===== src/rtl/hpdcache_flush_sequencer.sv =====
// Fence maintenance sequencer for the HPDcache: blocks issue, drains loads and
// the write buffer, optionally flushes then invalidates, and acknowledges the fence.
module hpdcache_flush_sequencer #(
  parameter bit          FlushEn        = 1'b0,
  parameter bit          InvalidateEn   = 1'b0,
  parameter int unsigned MaxOutstanding = 8,
  parameter int unsigned TimeoutCycles  = 4096,
  parameter int unsigned CntWidth       = 16
) (
  input  logic                clk_i,
  input  logic                rst_ni,
  input  logic                fence_req_i,
  output logic                fence_ack_o,
  output logic                fence_err_o,
  output logic                busy_o,
  output logic                issue_block_o,
  input  logic                ld_req_fire_i,
  input  logic                ld_rsp_fire_i,
  input  logic                wbuf_empty_i,
  output logic                flush_valid_o,
  input  logic                flush_ready_i,
  input  logic                flush_done_i,
  output logic                inval_valid_o,
  input  logic                inval_ready_i,
  input  logic                inval_done_i,
  output logic                cnt_err_o,
  output logic [CntWidth-1:0] fence_cnt_o
);

  localparam int unsigned OutW = $clog2(MaxOutstanding + 1);
  localparam int unsigned TmrW = (TimeoutCycles > 1) ? $clog2(TimeoutCycles) : 1;

  typedef enum logic [2:0] {
    S_IDLE,
    S_DRAIN,
    S_FLUSH_REQ,
    S_FLUSH_WAIT,
    S_INV_REQ,
    S_INV_WAIT,
    S_ACK
  } state_e;

  state_e              state_q, state_d;
  logic [OutW-1:0]     outst_q, outst_d;
  logic                cnt_err_q, cnt_err_d;
  logic [TmrW-1:0]     timer_q, timer_d;
  logic                err_q, err_d;
  logic [CntWidth-1:0] fence_cnt_q, fence_cnt_d;
  logic                busy_q, busy_d;
  logic                block_q, block_d;
  logic                flush_valid_q, flush_valid_d;
  logic                inval_valid_q, inval_valid_d;
  logic                ack_q, ack_d;
  logic                fence_err_q, fence_err_d;

  logic                drained;
  logic                timed_out;
  logic                in_wait;
  state_e              after_drain;
  state_e              after_flush;

  assign drained     = (outst_q == '0) && wbuf_empty_i;
  assign timed_out   = (timer_q == TmrW'(TimeoutCycles - 1));
  assign in_wait     = (state_q == S_DRAIN) || (state_q == S_FLUSH_WAIT) ||
                       (state_q == S_INV_WAIT);
  assign after_flush = InvalidateEn ? S_INV_REQ : S_ACK;
  assign after_drain = FlushEn ? S_FLUSH_REQ : after_flush;

  // In-flight load tracking with saturating bounds and a sticky error flag
  always_comb begin
    outst_d   = outst_q;
    cnt_err_d = cnt_err_q;
    if (ld_req_fire_i && !ld_rsp_fire_i) begin
      if (outst_q == OutW'(MaxOutstanding)) cnt_err_d = 1'b1;
      else                                  outst_d   = outst_q + OutW'(1);
    end else if (ld_rsp_fire_i && !ld_req_fire_i) begin
      if (outst_q == '0) cnt_err_d = 1'b1;
      else               outst_d   = outst_q - OutW'(1);
    end
  end

  // Next-state, watchdog, fence counter and next registered outputs
  always_comb begin
    state_d     = state_q;
    err_d       = err_q;
    fence_cnt_d = fence_cnt_q;
    timer_d     = timer_q;

    unique case (state_q)
      S_IDLE: begin
        if (fence_req_i) begin
          state_d = S_DRAIN;
          err_d   = 1'b0;
        end
      end
      S_DRAIN: begin
        if (drained) begin
          state_d = after_drain;
        end else if (timed_out) begin
          state_d = S_ACK;
          err_d   = 1'b1;
        end
      end
      S_FLUSH_REQ: begin
        if (flush_ready_i) state_d = S_FLUSH_WAIT;
      end
      S_FLUSH_WAIT: begin
        if (flush_done_i) begin
          state_d = after_flush;
        end else if (timed_out) begin
          state_d = S_ACK;
          err_d   = 1'b1;
        end
      end
      S_INV_REQ: begin
        if (inval_ready_i) state_d = S_INV_WAIT;
      end
      S_INV_WAIT: begin
        if (inval_done_i) begin
          state_d = S_ACK;
        end else if (timed_out) begin
          state_d = S_ACK;
          err_d   = 1'b1;
        end
      end
      S_ACK: begin
        state_d = S_IDLE;
        err_d   = 1'b0;
      end
      default: begin
        state_d = S_IDLE;
        err_d   = 1'b0;
      end
    endcase

    if (state_d != state_q) timer_d = '0;
    else if (in_wait)       timer_d = timer_q + TmrW'(1);

    if ((state_d == S_ACK) && (state_q != S_ACK)) fence_cnt_d = fence_cnt_q + CntWidth'(1);

    busy_d        = (state_d != S_IDLE);
    block_d       = (state_d != S_IDLE);
    flush_valid_d = (state_d == S_FLUSH_REQ);
    inval_valid_d = (state_d == S_INV_REQ);
    ack_d         = (state_d == S_ACK);
    fence_err_d   = (state_d == S_ACK) && err_d;
  end

  // State and output registers, synchronous active-low reset
  always_ff @(posedge clk_i) begin
    if (!rst_ni) begin
      state_q       <= S_IDLE;
      outst_q       <= '0;
      cnt_err_q     <= 1'b0;
      timer_q       <= '0;
      err_q         <= 1'b0;
      fence_cnt_q   <= '0;
      busy_q        <= 1'b0;
      block_q       <= 1'b0;
      flush_valid_q <= 1'b0;
      inval_valid_q <= 1'b0;
      ack_q         <= 1'b0;
      fence_err_q   <= 1'b0;
    end else begin
      state_q       <= state_d;
      outst_q       <= outst_d;
      cnt_err_q     <= cnt_err_d;
      timer_q       <= timer_d;
      err_q         <= err_d;
      fence_cnt_q   <= fence_cnt_d;
      busy_q        <= busy_d;
      block_q       <= block_d;
      flush_valid_q <= flush_valid_d;
      inval_valid_q <= inval_valid_d;
      ack_q         <= ack_d;
      fence_err_q   <= fence_err_d;
    end
  end

  assign fence_ack_o   = ack_q;
  assign fence_err_o   = fence_err_q;
  assign busy_o        = busy_q;
  assign issue_block_o = block_q;
  assign flush_valid_o = flush_valid_q;
  assign inval_valid_o = inval_valid_q;
  assign cnt_err_o     = cnt_err_q;
  assign fence_cnt_o   = fence_cnt_q;

endmodule


===== config.mk =====
export PLATFORM = sky130hd
export DESIGN_NAME = hpdcache_flush_sequencer
export DESIGN_NICKNAME = d
export VERILOG_FILES = /design/src/rtl/hpdcache_flush_sequencer.sv
export SDC_FILE = /design/constraint.sdc
export NUM_CORES = 1
export LEC_CHECK = 0
export CAP_MARGIN = 20
export CORE_UTILIZATION = 53
export CTS_CLUSTER_SIZE = 20
export DETAILED_ROUTE_END_ITERATION = 6
export GPL_TIMING_DRIVEN = 0
export HOLD_SLACK_MARGIN = 0.02
export PLACE_DENSITY_LB_ADDON = 0.15
export SYNTH_ARGS = -nofsm -noshare
export SYNTH_HDL_FRONTEND = slang
export SYNTH_SLANG_ARGS = --single-unit

===== constraint.sdc =====
create_clock -name clk_i -period 2.05 [get_ports clk_i]
set_input_delay 0.3075 -clock clk_i [delete_from_list [all_inputs] [get_ports clk_i]]
set_output_delay 0.3075 -clock clk_i [all_outputs]
set_load 0.01 [all_outputs]

Yosys cells after proc, flatten, opt, wreduce, memory -nomap -nowiden
Cells that the tools add are included.

storage, ports and cells
  flip-flop bits (word level) = 42
  input bits = 10
  output and inout port bits = 23
  logic and storage cells = 71

operators by class
  $add $sub $neg = 4
  equal/unequal tests = 15
  multiplexer cells = 22
  bitwise logic cells = 1
  reductions and logical operators = 18

operators with widths
  kind                   number
  $mux 3                 7
  $pmux 3 s6             1
  $add 16x1->16 const B  1
  $mux 4                 4
  $add 12x1->12 const B  1
  $eq 12x12->1 const B   1
  $eq 3x3->1 const B     4
  $eq 3x2->1 const B     3
  $mux 1                 9
  $reduce_and 3->1       2
  $logic_and 1x1->1      5
  $pmux 1 s5             1
  $add 4x1->4 const B    1
  $eq 4x4->1 const B     1
  $logic_not 4->1        1
  $ne 2x1->1 const B     2
  $reduce_bool 2->1      2
  $reduce_or 2->1        2
  $sub 4x1->4 const B    1
  $eq 3x1->1 const B     1
  $logic_not 3->1        1
  $ne 3x3->1             1
  $ne 3x3->1 const B     1
  $reduce_bool 3->1      1
  4 further kinds        6

Longest topological paths before layout
Gate-level depths: netlist of the first run.

  depth after elaboration = 6
  gate-level depth with buffers = 9
  gate-level depth less buffers = 9

Worst setup path before layout of the first run
OpenSTA, ideal clock, no wires.

  path kind = register -> register
  start point = reg timer_q[0]
  end point = reg fence_cnt_q[11] (netlist: fence_cnt_o[11])
  library setup time = 70 ps
  arrival time = 1779 ps
  path slack = 201 ps
  stages on the path, launching flop included = 8
  period minus slack after synthesis = 1849 ps
  path through = dfxtp_1 > ha_1 > nand4_1 > nor3_4 > a31oi_4 > buf_6 > or4_1 > a21oi_1

between the ends
  cells in the longest elaborated chain, start to end = 6
  elaborated cells between the ends (all ways) = 8

ends and longest elaborated chain
  what                       line          source
  from (decl)                46            logic [TmrW-1:0] timer_q, timer_d;
  from (signal assigned)     168           timer_q <= timer_d;
  $eq 12x12->1 *             63            assign timed_out = (timer_q == TmrW'(TimeoutCycles - 1));
  $mux 3 *                   99, 110, 121
  $mux 3 (on tied branches)  119, 108, 97
  $pmux 3 s6 *               89            unique case (state_q)
  $eq 3x3->1 *               139           if ((state_d == S_ACK) && (state_q != S_ACK)) fence_cnt_d = fence_cnt_q + CntWidth'(1);
  $logic_and 1x1->1 *        139
  to (signal assigned)       170           fence_cnt_q <= fence_cnt_d;
  to (decl)                  48            logic [CntWidth-1:0] fence_cnt_q, fence_cnt_d;

Every way passes the cells marked *; elsewhere a longest branch is shown, timed or not.
A chain may end at the register's enable or synchronous reset.

Worst setup path after layout of the first run
  start point = reg timer_q[1]
  end point = reg fence_cnt_q[15] (netlist: fence_cnt_o[15])

Same word-level chain as after synthesis.

==> results of run 1 <==
per-stage QoR:
stage	hold slack (ns)	power (mW)
floorplan	0.449	1.29
global placement	0.463	1.44
detailed placement	0.458	1.45
CTS	0.489	2.00
global route	0.526	2.15
finish	0.479	2.03
flip-flops by register name (all words and copies together), names as in the netlist, 3 cells and up:
name / cells
state_q: 3
fence_cnt_o: 16
outst_q: 4
timer_q: 12
what timing repair did:
item	in CTS	in global routing
buffers inserted	1	3
hold buffers	0	0
resized for setup	0	24
setup endpoints to repair	10	30
pin swaps	1	3
path summary, 6_finish.rpt:
path | startpoint | to | slack, ns | cells past startpoint
worst max-delay path | timer_q[1] | fence_cnt_o[15] | 0.04 | 8
worst min-delay path | cnt_err_o | cnt_err_o | 0.48 | 2
worst max register to register | timer_q[1] | fence_cnt_o[15] | 0.04 | 8
worst min register to register | cnt_err_o | cnt_err_o | 0.48 | 2
power groups by stage:
| stage | Sequential (mW) | Clock [mW] | Combinational [mW] |
|---|---|---|---|
| 3_5_place_dp | 0.923 | 0 | 0.523 |
| 6_report | 0.926 | 0.557 | 0.551 |
| 3_3_place_gp | 0.923 | 0 | 0.514 |
| 2_1_floorplan | 0.922 | 0 | 0.366 |
| 4_1_cts | 0.910 | 0.570 | 0.519 |
| 5_1_grt | 0.936 | 0.614 | 0.603 |
cell type report:
class	instances	area share
multi-input combinational	176	0.467
sequential	42	0.313
timing repair buffer	36	0.129
clock buffer	6	0.0305
tap	48	0.0222
buffer	8	0.0185
inverter	11	0.0152
clock inverter	2	0.00462
metal layers:
layer | GRT usage | part of all wire
met5 | 0 | 0
met4 | 0.0734 | 0.011
met3 | 0.0556 | 0.041
met2 | 0.371 | 0.48
met1 | 0.286 | 0.47
worst register-to-register path, stage by stage, from the launching register on:
cell and delay, ns:
dfxtp_2 0.38, ha_4 0.15, nand4_1 0.16, nor3_4 0.34, a31oi_4 0.10, buf_6 0.17, buf_4 0.18, o311ai_4 0.30
o41ai_2 0.11
cell families after synthesis:
logic type | after synthesis | synth area share
and+or+nand+nor | 94 | 0.246
AOI/OAI and AO/OA | 57 | 0.192
DFF | 42 | 0.397
buffers and inverters | 21 | 0.0437
xor gates and xnor gates | 15 | 0.0620
adders and majority gates | 7 | 0.0449
muxes | 3 | 0.0142
Yosys cell counts, types with 3 or more instances:
library cell and instances:
nand4_1 6, a21oi_1 18, inv_1 11, and3_1 4
nand3_1 7, ha_1 6, nand2b_1 5, nor2_1 23
or3_1 5, a31oi_1 3, o21ai_0 4, nand2_1 20
dfxtp_1 42, xor2_1 7, o31ai_1 11, mux2i_1 3
or4_1 10, a211oi_1 3, clkbuf_1 6, xnor2_1 8
==> flow_metrics.py, run 1 <==
metrics = {
    "final_layout": {
        "mostFrequentLayoutCells": "37 x dfxtp_1, 32 x clkdlybuf4s50_1, 23 x nor2_1",
        "fin_area_um2": 2710,
        "regArea_um2": 847,
        "nets": 297,
        "final_layout_size_suffix_gt1_frac": 0.149,
        "fin_cells": 329,
        "finish.utilization": 0.724,
        "nFillCells": 314,
        "area_delta_synth_final_pct": 27.9,
        "antenna_cells": 0,
        "layout_commonest_cell": "dfxtp_1",
        "multi_input_area_um2": 1270,
    },
    "critical_path": {
        "required_ns": 2.22,
        "worstPathArrival_ns": 2.18,
        "crit_path_cell_trace": "ha_4 -> nand4_1 -> nor3_4 -> a31oi_4 -> buf_6 -> buf_4 -> o311ai_4 -> o41ai_2",
        "cp_top_family": "compound AO/OA/AOI/OAI gates",
        "start_kind": "flip-flop",
        "crit_fanout": 10,
        "end_kind": "flip-flop",
        "path_buf_inv": 2,
        "worstSetupPathType": "reg -> reg",
        "slowest_stage": "dfxtp_2",
        "slowest_delay_ns": 0.38,
    },
    "pwr": {
        "p_leak_nw": 0.946,
        "p_per_area_nw_per_um2": 751,
        "peakVddDrop_v": 0.000532,
        "p_comb_frac": 0.271,
        "cellInternalPower_mw": 1.38,
        "power.share.clock": 0.274,
        "sw_frac_of_total": 0.323,
        "power_switching_uw": 656,
        "seq_power_share": 0.455,
    },
    "clock_network": {
        "path_clk_slew_ns": 0.08,
        "cts_buffer_depth": 2,
        "cts_tree": "yes",
        "clock_latency_ns": 0.29,
        "numClockSinks": 42,
        "cts_inserted_buffers": 5,
        "htree_levels": 2,
        "root_buffer": "clkbuf_8",
    },
    "synthesis": {
        "yosys_warnings": 0,
        "async_flop_share": 0,
        "ys_types": 50,
        "syn_avg_cell_area_um2": 8.87,
        "ys_top_cells_by_area": "dfxtp_1 40%, a21oi_1 4.3%, nor2_1 4.1%, o31ai_1 3.9%, ha_1 3.5%",
        "syn-instance-count": 239,
        "synth_seq_cells": 42,
        "synthesis.nets": 256,
        "synth_top_cell_by_area": "dfxtp_1",
        "ys.flop_type": "dfxtp_1",
        "synth_edf_count": 0,
        "synthesis.area_um2": 2120,
        "ys_seq_area_frac": 0.397,
        "synth.top_cell.area_share": 0.397,
    },
    "timing": {
        "timing.final.crit_share": 0.980,
        "finalSetupTns_ns": 0,
        "setup_viol": 0,
        "finalCriticalPeriod_ns": 2.01,
        "worst_pin_slew_ns": 0.501,
        "relSlewSlack": 0.666,
        "hold_viol_final": 0,
        "max_clock_freq_mhz": 498,
        "fin_worst_skew_ns": 0.00484,
        "slew_viol_final": 0,
        "timing.final.ws_setup_ns": 0.0409,
    },
    "floorplanning": {
        "ios": 33,
        "start_util": 0.566,
        "die_h_um": 65.2,
        "fp.coreArea_um2": 3740,
        "die_w_um": 65.2,
        "rows": 22,
        "dieArea_um2": 4260,
    },
    "drt": {
        "routedWlPerCell_um": 13.9,
        "antenna_left": 0,
        "drtIter0Drc": 151,
        "wl_mm": 4.59,
        "drt_first_pass_iters": 4,
        "vias_per_cell": 5.68,
        "routed-via-count": 1870,
        "drc_errors": 0,
    },
    "grt": {
        "antenna_found_initial": 0,
        "grt_pass1_wl_mm": 7.49,
        "grt_usage": 0.225,
        "grt_overflow": 0,
        "grt_max_degree": 14,
        "grt_pass1_vias": 1728,
    },
    "placement": {
        "dp_slack_ns": -0.245,
        "place_area_um2": 2500,
        "dp.final_hpwl_mm": 3.16,
        "place_inst": 319,
        "gp_congestion": 0.840,
        "numPortBuffers": 32,
    },
    "run": {
        "maxCapViolCount": 0,
    },
    "run_status": {
        "status": "finished, final reports clean",
    },
    "hold_path": {
        "hold_class": "reg -> reg",
    },
}
Power figures use the tool's default switching activity.
==> run 2: changes to the inputs <==
--- a/config.mk
+++ b/config.mk
@@ -10,7 +10,7 @@
 export CTS_CLUSTER_SIZE = 20
 export DETAILED_ROUTE_END_ITERATION = 6
 export GPL_TIMING_DRIVEN = 0
-export HOLD_SLACK_MARGIN = 0.02
+export HOLD_SLACK_MARGIN = 0.06
 export PLACE_DENSITY_LB_ADDON = 0.15
 export SYNTH_ARGS = -nofsm -noshare
 export SYNTH_HDL_FRONTEND = slang
==> results of run 2 <==
No change in the layout: final DEF, timing and power equal those of run 1.
